$ cat config.mk
export PLATFORM = sky130hd
export DESIGN_NAME = hazard_ctrl
export DESIGN_NICKNAME = d
export VERILOG_FILES = /design/src/rtl/hazard_ctrl_pkg.sv /design/src/rtl/hazard_ctrl_fwd_select.sv /design/src/rtl/hazard_ctrl.sv
export SDC_FILE = /design/constraint.sdc
export NUM_CORES = 1
export LEC_CHECK = 0
export ABC_AREA = 1
export BUFFER_PORTS_ARGS = -buffer_cell sky130_fd_sc_hd__buf_2
export CAP_MARGIN = 5
export CELL_PAD_IN_SITES_DETAIL_PLACEMENT = 0
export CELL_PAD_IN_SITES_GLOBAL_PLACEMENT = 1
export CORE_MARGIN = 10
export CORE_UTILIZATION = 39
export DETAILED_ROUTE_END_ITERATION = 7
export PLACE_DENSITY = 0.79
export SETUP_SLACK_MARGIN = 0.3
export SYNTH_ARGS = -nofsm -noshare
export SYNTH_HDL_FRONTEND = slang
export SYNTH_SLANG_ARGS = --single-unit
$ cat constraint.sdc
create_clock -name clk -period 2 [get_ports clk]
set_clock_uncertainty 0.15 [all_clocks]
set_input_delay 0.4 -clock clk [delete_from_list [all_inputs] [get_ports clk]]
set_output_delay 0.4 -clock clk [all_outputs]
set_load 0.005 [all_outputs]
$ cat src/rtl/hazard_ctrl_pkg.sv
// Shared definitions for the pipeline hazard / forwarding controller:
// controller state encodings, forwarding-select meaning and writeback source codes.
package hazard_ctrl_pkg;

    typedef enum logic [1:0] {
        ST_RUN    = 2'd0,
        ST_SHADOW = 2'd1,
        ST_HOLD   = 2'd2,
        ST_HALT   = 2'd3
    } hz_state_e;

    localparam int unsigned REG_ADDR_W = 5;

    // Forward select value 0 always means "read the register file".
    localparam int unsigned FWD_SEL_RF = 0;

    localparam logic WB_DATA_ALU = 1'b0;
    localparam logic WB_DATA_MEM = 1'b1;

    function automatic int unsigned fwd_sel_width(input int unsigned num_stages);
        return $clog2(num_stages + 1);
    endfunction

endpackage

$ cat src/rtl/hazard_ctrl_fwd_select.sv
// Forwarding source picker for one ID operand: youngest matching writer wins,
// a too-young load result turns into a load-use stall request instead.
module hazard_ctrl_fwd_select
    import hazard_ctrl_pkg::*;
#(
    parameter int unsigned NUM_FWD_STAGES   = 2,
    parameter int unsigned LOAD_READY_STAGE = 2,
    parameter int unsigned SEL_W            = 2
) (
    input  logic                                 used,
    input  logic [REG_ADDR_W-1:0]                addr,
    input  logic [REG_ADDR_W*NUM_FWD_STAGES-1:0] regw_addr_pipe,
    input  logic [NUM_FWD_STAGES-1:0]            wb_wen_pipe,
    input  logic [NUM_FWD_STAGES-1:0]            wb_from_mem_pipe,
    output logic [SEL_W-1:0]                     sel_c,
    output logic                                 load_use_c
);

    logic [NUM_FWD_STAGES-1:0] match;
    logic [NUM_FWD_STAGES-1:0] match_sh;
    logic [NUM_FWD_STAGES-1:0] mem_sh;
    logic                      hit;
    logic                      hit_mem;
    int unsigned               hit_k;

    for (genvar g = 0; g < NUM_FWD_STAGES; g++) begin : g_match
        assign match[g] = wb_wen_pipe[g] &&
                          (regw_addr_pipe[REG_ADDR_W*g +: REG_ADDR_W] == addr);
    end

    // Scan oldest to youngest so the lowest stage index is written last and wins.
    always_comb begin
        hit      = 1'b0;
        hit_mem  = WB_DATA_ALU;
        hit_k    = FWD_SEL_RF;
        match_sh = '0;
        mem_sh   = '0;
        if (used && (addr != '0)) begin
            for (int i = NUM_FWD_STAGES - 1; i >= 0; i--) begin
                match_sh = match >> i;
                mem_sh   = wb_from_mem_pipe >> i;
                if (match_sh[0]) begin
                    hit     = 1'b1;
                    hit_mem = mem_sh[0];
                    hit_k   = 32'(i) + 32'd1;
                end
            end
        end
    end

    always_comb begin
        sel_c      = SEL_W'(FWD_SEL_RF);
        load_use_c = 1'b0;
        if (hit) begin
            if ((hit_mem == WB_DATA_MEM) && (hit_k < LOAD_READY_STAGE)) begin
                load_use_c = 1'b1;
            end else begin
                sel_c = SEL_W'(hit_k);
            end
        end
    end

endmodule

$ cat src/rtl/hazard_ctrl.sv
// Pipeline hazard controller: operand forwarding, load-use stall, branch shadow
// bubbles, memory-busy hold, debug halt/single-step and a saturating stall counter.
module hazard_ctrl
    import hazard_ctrl_pkg::*;
#(
    parameter  int unsigned NUM_FWD_STAGES   = 2,
    parameter  int unsigned LOAD_READY_STAGE = 2,
    parameter  int unsigned BRANCH_PENALTY   = 3,
    parameter  int unsigned CNT_W            = 32,
    localparam int unsigned SEL_W            = fwd_sel_width(NUM_FWD_STAGES)
) (
    input  logic                                 clk,
    input  logic                                 rst_n,
    input  logic                                 debug_en,
    input  logic                                 debug_step,
    input  logic [REG_ADDR_W-1:0]                rs_addr,
    input  logic [REG_ADDR_W-1:0]                rt_addr,
    input  logic                                 rs_used,
    input  logic                                 rt_used,
    input  logic                                 id_valid,
    input  logic                                 id_is_branch,
    input  logic [REG_ADDR_W*NUM_FWD_STAGES-1:0] regw_addr_pipe,
    input  logic [NUM_FWD_STAGES-1:0]            wb_wen_pipe,
    input  logic [NUM_FWD_STAGES-1:0]            wb_from_mem_pipe,
    input  logic                                 mem_busy,
    output logic [SEL_W-1:0]                     fwd_a_sel,
    output logic [SEL_W-1:0]                     fwd_b_sel,
    output logic                                 if_en,
    output logic                                 id_en,
    output logic                                 exe_en,
    output logic                                 mem_en,
    output logic                                 wb_en,
    output logic                                 id_flush,
    output logic                                 exe_flush,
    output logic [CNT_W-1:0]                     stall_cycles
);

    localparam int unsigned BR_W = $clog2(BRANCH_PENALTY + 1);
    localparam logic [BR_W-1:0] BR_LOAD = BR_W'(BRANCH_PENALTY - 1);

    hz_state_e        state, state_n;
    hz_state_e        saved, saved_n;
    hz_state_e        eff_state, base_state;
    logic [BR_W-1:0]  br_cnt, br_cnt_n, base_cnt;
    logic             step_prev;
    logic [CNT_W-1:0] stall_n;

    logic [SEL_W-1:0] sel_a, sel_b;
    logic             lu_a, lu_b;
    logic             load_use;
    logic             step_edge;
    logic             halted;
    logic             advance;
    logic             accept;
    logic             stall_inc;

    hazard_ctrl_fwd_select #(
        .NUM_FWD_STAGES  (NUM_FWD_STAGES),
        .LOAD_READY_STAGE(LOAD_READY_STAGE),
        .SEL_W           (SEL_W)
    ) u_fwd_a (
        .used            (rs_used),
        .addr            (rs_addr),
        .regw_addr_pipe  (regw_addr_pipe),
        .wb_wen_pipe     (wb_wen_pipe),
        .wb_from_mem_pipe(wb_from_mem_pipe),
        .sel_c           (sel_a),
        .load_use_c      (lu_a)
    );

    hazard_ctrl_fwd_select #(
        .NUM_FWD_STAGES  (NUM_FWD_STAGES),
        .LOAD_READY_STAGE(LOAD_READY_STAGE),
        .SEL_W           (SEL_W)
    ) u_fwd_b (
        .used            (rt_used),
        .addr            (rt_addr),
        .regw_addr_pipe  (regw_addr_pipe),
        .wb_wen_pipe     (wb_wen_pipe),
        .wb_from_mem_pipe(wb_from_mem_pipe),
        .sel_c           (sel_b),
        .load_use_c      (lu_b)
    );

    assign load_use  = lu_a | lu_b;
    assign step_edge = debug_step & ~step_prev;
    assign halted    = debug_en & ~step_edge;
    assign advance   = ~halted & ~mem_busy & ~load_use;
    assign accept    = id_valid & id_is_branch & advance & (br_cnt == '0);
    assign stall_inc = (load_use | mem_busy) & ~halted;

    // HOLD/HALT park the interrupted RUN/SHADOW state in saved.
    assign eff_state = ((state == ST_HOLD) || (state == ST_HALT)) ? saved : state;

    always_comb begin
        state_n    = state;
        saved_n    = saved;
        br_cnt_n   = br_cnt;
        base_state = eff_state;
        base_cnt   = br_cnt;
        if (advance) begin
            if (accept) begin
                if (BRANCH_PENALTY > 1) begin
                    base_state = ST_SHADOW;
                    base_cnt   = BR_LOAD;
                end
            end else if (eff_state == ST_SHADOW) begin
                base_cnt = br_cnt - BR_W'(1);
                if (base_cnt == '0) begin
                    base_state = ST_RUN;
                end
            end
        end
        br_cnt_n = base_cnt;
        saved_n  = base_state;
        if (debug_en) begin
            state_n = ST_HALT;
        end else if (mem_busy) begin
            state_n = ST_HOLD;
        end else begin
            state_n = base_state;
        end
    end

    always_comb begin
        stall_n = stall_cycles;
        if (stall_inc && (stall_cycles != {CNT_W{1'b1}})) begin
            stall_n = stall_cycles + CNT_W'(1);
        end
    end

    always_ff @(posedge clk or negedge rst_n) begin
        if (!rst_n) begin
            state        <= ST_RUN;
            saved        <= ST_RUN;
            br_cnt       <= '0;
            step_prev    <= 1'b0;
            stall_cycles <= '0;
        end else begin
            state        <= state_n;
            saved        <= saved_n;
            br_cnt       <= br_cnt_n;
            step_prev    <= debug_step;
            stall_cycles <= stall_n;
        end
    end

    // Reset forces every control output quiet immediately, not at the next edge.
    always_comb begin
        if_en     = 1'b0;
        id_en     = 1'b0;
        exe_en    = 1'b0;
        mem_en    = 1'b0;
        wb_en     = 1'b0;
        id_flush  = 1'b0;
        exe_flush = 1'b0;
        fwd_a_sel = '0;
        fwd_b_sel = '0;
        if (rst_n) begin
            fwd_a_sel = sel_a;
            fwd_b_sel = sel_b;
            if (halted || mem_busy) begin
                if_en = 1'b0;
            end else if (load_use) begin
                exe_en    = 1'b1;
                mem_en    = 1'b1;
                wb_en     = 1'b1;
                exe_flush = 1'b1;
            end else begin
                if_en    = 1'b1;
                id_en    = 1'b1;
                exe_en   = 1'b1;
                mem_en   = 1'b1;
                wb_en    = 1'b1;
                id_flush = accept | (br_cnt != '0);
            end
        end
    end

endmodule

* Word level (Yosys, flattened, before mapping)
Cells that the tools add are included.
** Cells by class
- $add $sub $neg :: 2
- Magnitude comparators :: 2
- Equal/unequal tests :: 8
- Mux-type cells :: 48
- Bitwise operators :: 16
- Reductions and logical operators :: 18
** Operator list (number)
- $lt 32x2->1 const B :: 2
- $mux 2 :: 21
- $add 32x1->32 const B :: 1
- $ne 32x32->1 const B :: 1
- $mux 1 :: 27
- $eq 5x5->1 :: 4
- $reduce_bool 5->1 :: 2
- $logic_and 1x1->1 :: 9
- $and 1x1->1 :: 8
- $not 1->1 :: 5
- $eq 2x2->1 const B :: 2
- $logic_not 2->1 :: 2
- $reduce_bool 2->1 :: 2
- $or 1x1->1 :: 3
- $eq 2x1->1 const B :: 1
- $logic_or 1x1->1 :: 2
- $reduce_and 2->1 :: 1
- $sub 2x1->2 const B :: 1
** Word-level totals
- Flip-flop bits (word level) :: 39
- Input port bits :: 33
- Output and inout port bits :: 43
- Logic and storage cells :: 99

* Longest topological paths before layout
- Depth after elaboration :: 18
- Depth in mapped cells :: 13
- Gate-level depth less buffers :: 13

* Cells and area by module
From an unflattened synthesis, not the netlist that was laid out.
** Unflattened totals
- Cells, all modules :: 536
- Area, all modules :: 3186.8 sq um
** By module, submodules not included
- hazard_ctrl :: instances 1, cells an instance 416, area an instance 2606.2 sq um, sequential area each 975.9 sq um
- hazard_ctrl_fwd_select :: instances 2, cells an instance 60, area an instance 290.3 sq um, sequential area each 0.0 sq um

* Least setup slack after synthesis
Ideal clock, no wire load.
- Kind :: input to output
- Start :: input port regw_addr_pipe[3]
- End :: output port if_en
- Arrival time :: 1.263 ns
- Required time :: 1.450 ns
- Slack :: 0.187 ns
- Stages on the path :: 9
- Buffers on the path :: 1
- Cells stage by stage :: inv_1 o21ai_0 nor2_1 nand3_1 nand2_2 nand2_4 nand2_1 nor2_1 buf_4
** On the way
- Cells in the longest elaborated chain, start to end :: 12
- Elaborated cells between the ends (all ways) :: 28
- Classes of those cells :: order compare: 2; eq/ne: 2; mux: 19; bitwise: 1; reduce/logical: 4
** RTL lines
- start, declared :: line hazard_ctrl.sv:22 : input logic [REG_ADDR_W*NUM_FWD_STAGES-1:0] regw_addr_pipe,
- $eq 5x5->1 :: line hazard_ctrl_fwd_select.sv:28 : (regw_addr_pipe[REG_ADDR_W*g +: REG_ADDR_W] == addr);
- $logic_and 1x1->1 :: line hazard_ctrl_fwd_select.sv:27 : assign match[g] = wb_wen_pipe[g] &&
- $mux 2 :: line hazard_ctrl_fwd_select.sv:42 : if (match_sh[0]) begin
- $mux 2 :: line hazard_ctrl_fwd_select.sv:38 : if (used && (addr != '0)) begin
- $lt 32x2->1 :: line hazard_ctrl_fwd_select.sv:55 : if ((hit_mem == WB_DATA_MEM) && (hit_k < LOAD_READY_STAGE)) begin
- $logic_and 1x1->1 :: line hazard_ctrl_fwd_select.sv:55
- $mux 1 :: line hazard_ctrl_fwd_select.sv:55
- $mux 1 :: line hazard_ctrl_fwd_select.sv:54 : if (hit) begin
- $or 1x1->1 (*) :: line hazard_ctrl.sv:85 : assign load_use = lu_a | lu_b;
- $mux 1 (*) (3 in a row)
- end, declared :: line hazard_ctrl.sv:28 : output logic if_en,
Mark *: on every way between the ends. The rest lies on a longest branch, timed or not.

* Worst setup path after layout
- Start :: input port rs_addr[1]
- End :: output port id_flush
** On the way
- Cells in the longest elaborated chain, start to end :: 18
- Elaborated cells between the ends (all ways) :: 28
- Classes of those cells :: order compare: 1; eq/ne: 2; mux: 14; bitwise: 6; reduce/logical: 5
** RTL lines
- start, declared :: line hazard_ctrl.sv:16 : input logic [REG_ADDR_W-1:0] rs_addr,
- $eq 5x5->1 :: line hazard_ctrl_fwd_select.sv:28
- $logic_and 1x1->1 :: line hazard_ctrl_fwd_select.sv:27
- $mux 2 (2 in a row) :: line hazard_ctrl_fwd_select.sv:42
- $mux 2 :: line hazard_ctrl_fwd_select.sv:38
- $lt 32x2->1 :: line hazard_ctrl_fwd_select.sv:55
- $logic_and 1x1->1 :: line hazard_ctrl_fwd_select.sv:55
- $mux 1 :: line hazard_ctrl_fwd_select.sv:55
- $mux 1 (*) :: line hazard_ctrl_fwd_select.sv:54
- $or 1x1->1 (*) :: line hazard_ctrl.sv:85
- $not 1->1 :: line hazard_ctrl.sv:88 : assign advance = ~halted & ~mem_busy & ~load_use;
- $and 1x1->1 :: line hazard_ctrl.sv:88
- $and 1x1->1 (2 in a row) :: line hazard_ctrl.sv:89 : assign accept = id_valid & id_is_branch & advance & (br_cnt == '0);
- $or 1x1->1 :: line hazard_ctrl.sv:175 : id_flush = accept | (br_cnt != '0);
- $mux 1 (*) :: line hazard_ctrl.sv:164 : end else if (load_use) begin
- $mux 1 (*) :: line hazard_ctrl.sv:162 : if (halted || mem_busy) begin
- $mux 1 (*) :: line hazard_ctrl.sv:159 : if (rst_n) begin
- end, declared :: line hazard_ctrl.sv:33 : output logic id_flush,
Marks and branches as above.

==> run_results.csv <==
group,metric,value,unit
outcome,status,"finished clean",
cts,cts_tree,"done",
critical_path,crit_chain,"buf_8, nor2_4, nand3_2, nand2_1, inv_2, nand3_4, nand2_4, nand2_4, nand2_4, a211oi_2, buf_2",
worst_hold_path,holdPathStages,1,
sta,rsz0062_at_grt,"true",
cts,clock_sinks,39,
sta,setup_viol,0,
critical_path,crit_arrival,1.39,ns
run,max_cap_viol_count,0,
sta,maxSlewHeadroom,65.37,%
final_layout,syn_to_final_growth,59.23,%
detailed_routing,drt_iter0_drc,177,
critical_path,critPathKind,"input port to primary output",
critical_path,critical_path.most_common_cell,"nand2_4",
power_and_ir_drop,peakVddDrop,0.0006161,V
sta,maxSlewViolCount,0,
power_and_ir_drop,p_leak,2.365,nW
die,core_area,7767,um^2
detailed_routing,route.detailed.drc,0,
sta,fin_hold_ws,0.08601,ns
power_and_ir_drop,p_per_area,486.8,nW/um^2
cts,cts_max_path_buffers,2,
die,initial_core_util,40.22,%
placed_design,place_congestion,0.8695,
sta,timing.fmax,515.9,MHz
logic_synthesis,syn_inst,432,
cts,clk_latency,0.29,ns
cts,cts_buffers,5,
logic_synthesis,yosysSeqAreaShare,31.24,%
logic_synthesis,postSynthAreaPerCell,7.232,um^2
die,die_area,11990,um^2
detailed_routing,wl,10150,um
placed_design,dpl.hpwl,7020,um
final_layout,nets,597,
critical_path,cp-start-kind,"input port",
critical_path,required,1.45,ns
cts,cts.clk_slew.worst_paths,0.08,ns
global_route,grt_pass1_wl,15600,um
logic_synthesis,synth.net_count,468,
global_route,grt_pass1_vias,3178,
logic_synthesis,ys_seq_elements,39,
worst_hold_path,min_from,"debug_step",
global_route,grt-ovfl-total,0,
cts,hold_buffers,0,
critical_path,endpoint_kind,"primary output",
critical_path,crit_path_top_delay_cell,"a211oi_2",
critical_path,cp_slowest_stage_delay,0.15,ns
critical_path,reg2reg_depth,12,
final_layout,fin_util,64.05,%
detailed_routing,first_pass_iters,4,
sta,min_period_over_period,96.91,%
critical_path,cp_max_fo,5,
final_layout,drive_above_1_share,54.45,%
global_route,grt_max_degree,40,
placed_design,portBuffers,74,
detailed_routing,drtAntennaViolNets,0,
detailed_routing,via_count,3208,
critical_path,crit_start,"rs_addr[1]",
logic_synthesis,syn_area,3124,um^2
critical_path,r2r-start,"stall_cycles[0]$_DFFE_PN0P_",
die,boundaryPins,76,
sta,tightestPinTransition,0.5195,ns
global_route,antenna_found_initial,0,
die,num_rows,32,
sta,hold_violations,0,
die,die_w,109.5,um
sta,period_needed,1.938,ns
detailed_routing,route.detailed.wl_per_inst,15.29,um
die,die_h,109.5,um
cts,h-tree-depth,2,
logic_synthesis,yosys_warnings,0,
worst_hold_path,hold_path.class,"input port to flop",
global_route,grtUsageTotal,15.95,%
detailed_routing,vias_per_cell,4.831,
final_layout,n_antenna_cell,0,
logic_synthesis,synth.distinct_cells,33,
cts,cts-root-buf,"clkbuf_8",
## synth_stat cells
cell type | number | share of area (%)
buf_6 | 6 | 2.2
nor4_2 | 1 | 0.40
nand4_1 | 5 | 1.0
dfrtp_1 | 39 | 31
nor3_1 | 12 | 1.9
nand3_1 | 17 | 2.7
xnor2_1 | 11 | 3.1
a21oi_1 | 5 | 0.80
nor3_2 | 5 | 1.6
ha_1 | 3 | 1.2
o21ai_2 | 30 | 8.4
inv_1 | 66 | 7.9
o211ai_1 | 2 | 0.48
xor2_1 | 23 | 6.4
nand2_1 | 113 | 14
nand3_2 | 1 | 0.32
nand4_2 | 1 | 0.40
inv_2 | 8 | 0.96
buf_4 | 3 | 0.72
nor2_1 | 39 | 4.7
nand2_4 | 2 | 0.72
nor2_2 | 7 | 1.4
a211oi_1 | 1 | 0.24
o2111ai_1 | 2 | 0.56
nand3_4 | 2 | 1.1
nor3_4 | 1 | 0.52
o22ai_1 | 1 | 0.20
nand2_2 | 12 | 2.4
o21ai_0 | 7 | 1.1
nand3b_1 | 1 | 0.24
nor4_1 | 4 | 0.80
nor2_4 | 1 | 0.36
nor3b_1 | 1 | 0.24
## worst max-delay path: cells and delay by family
kind | cells | cell delay, ns
compound gates | 1 | 0.15
buf+inv | 3 | 0.31
simple gates | 7 | 0.53
## registers in the layout, summed over array words and instances, names as in the netlist
| register | count |
|---|---|
| state | 2 |
| step_prev | 1 |
| stall_cycles | 32 |
| br_cnt | 2 |
| saved | 2 |
## power by group
part	internal (W)	total [W]	switching, W
clock network	0.000245	0.000533	0.000288
logic	0.000445	0.000920	0.000475
registers	0.000867	0.000969	0.000102
## final timing paths
| check | end | slack, ns |
|---|---|---|
| worst max-delay path | id_flush | 0.06 |
| worst min-delay path | step_prev$_DFF_PN0_ | 0.09 |
| worst max register to register | stall_cycles[29]$_DFFE_PN0P_ | 0.08 |
| worst min register to register | br_cnt[1]$_DFFE_PN0P_ | 0.35 |
| max in group asynchronous | stall_cycles[18]$_DFFE_PN0P_ | 1.15 |
| min in group asynchronous | stall_cycles[23]$_DFFE_PN0P_ | 0.15 |
## metal layers
layer	GRT usage [%]	wire length, um
met5	0	0
met4	3.346	174
met3	4.154	571
met2	26.58	5116
met1	20.33	4289
## what timing repair did
action | 4_1_cts | 5_1_grt
setup endpoints to repair | 43 | 44
gates resized for setup | 72 | 110
endpoints found under the hold margin | 0 | 0
pin swaps | 36 | 32
gates cloned | 3 | 6
buffers inserted | 22 | 5
## cell type report
class	instances	area, um^2
Clock inverter	1	5.005
Sequential cell	39	992.2
Tap cell	102	127.6
Clock buffer	7	76.32
Fill cell	685	2793
Multi-Input combinational cell	310	2261
Timing Repair Buffer	131	1207
Inverter	74	305.3
## per-stage QoR
stage / setup TNS (ns) / cells / instance area (um^2) / setup WS (ns) / total power, W
after global routing: -0.4178 / 664 / 4975 / -0.04959 / 0.002580
after floorplan: 0 / 432 / 3214 / 0.2763 / 0.001370
final: 0 / 664 / 4975 / 0.06179 / 0.002422
after CTS: 0 / 653 / 4394 / 0.05257 / 0.002280
after global placement: -0.03475 / 620 / 3806 / -0.03475 / 0.001569
after detailed placement: -0.05566 / 620 / 3806 / -0.05566 / 0.001597
## logic make-up (layout without fill, tap and decap cells)
group,Yosys count,in the layout,share of synthesized area (%)
adder cells (fa/ha/maj),3,3,1.202
AND/OR/NAND/NOR,225,225,34.44
flip-flops,39,39,31.24
AO/OA/AOI/OAI,48,48,11.81
buffers and inverters,83,213,11.77
XOR/XNOR,34,34,9.531
## cells in the final DEF (no fill, tap or decap), types with 5 or more instances in the layout
| cell type | count |
|---|---|
| nand2_1 | 75 |
| inv_1 | 55 |
| buf_2 | 53 |
| buf_4 | 33 |
| o21ai_2 | 30 |
| nand2_4 | 29 |
| nor2_1 | 26 |
| dfrtp_1 | 26 |
| buf_6 | 25 |
| nand2_2 | 23 |
| xor2_1 | 21 |
| dfrtp_2 | 13 |
| nor2_2 | 12 |
| nand3_1 | 12 |
| inv_2 | 11 |
| nor2_4 | 9 |
| nor3_1 | 9 |
| xnor2_1 | 9 |
| nor3_2 | 8 |
| buf_12 | 7 |
| inv_4 | 6 |
| buf_8 | 6 |
| nand4_1 | 5 |
| clkbuf_8 | 5 |
Note: power is estimated with default switching activity, not from simulation.
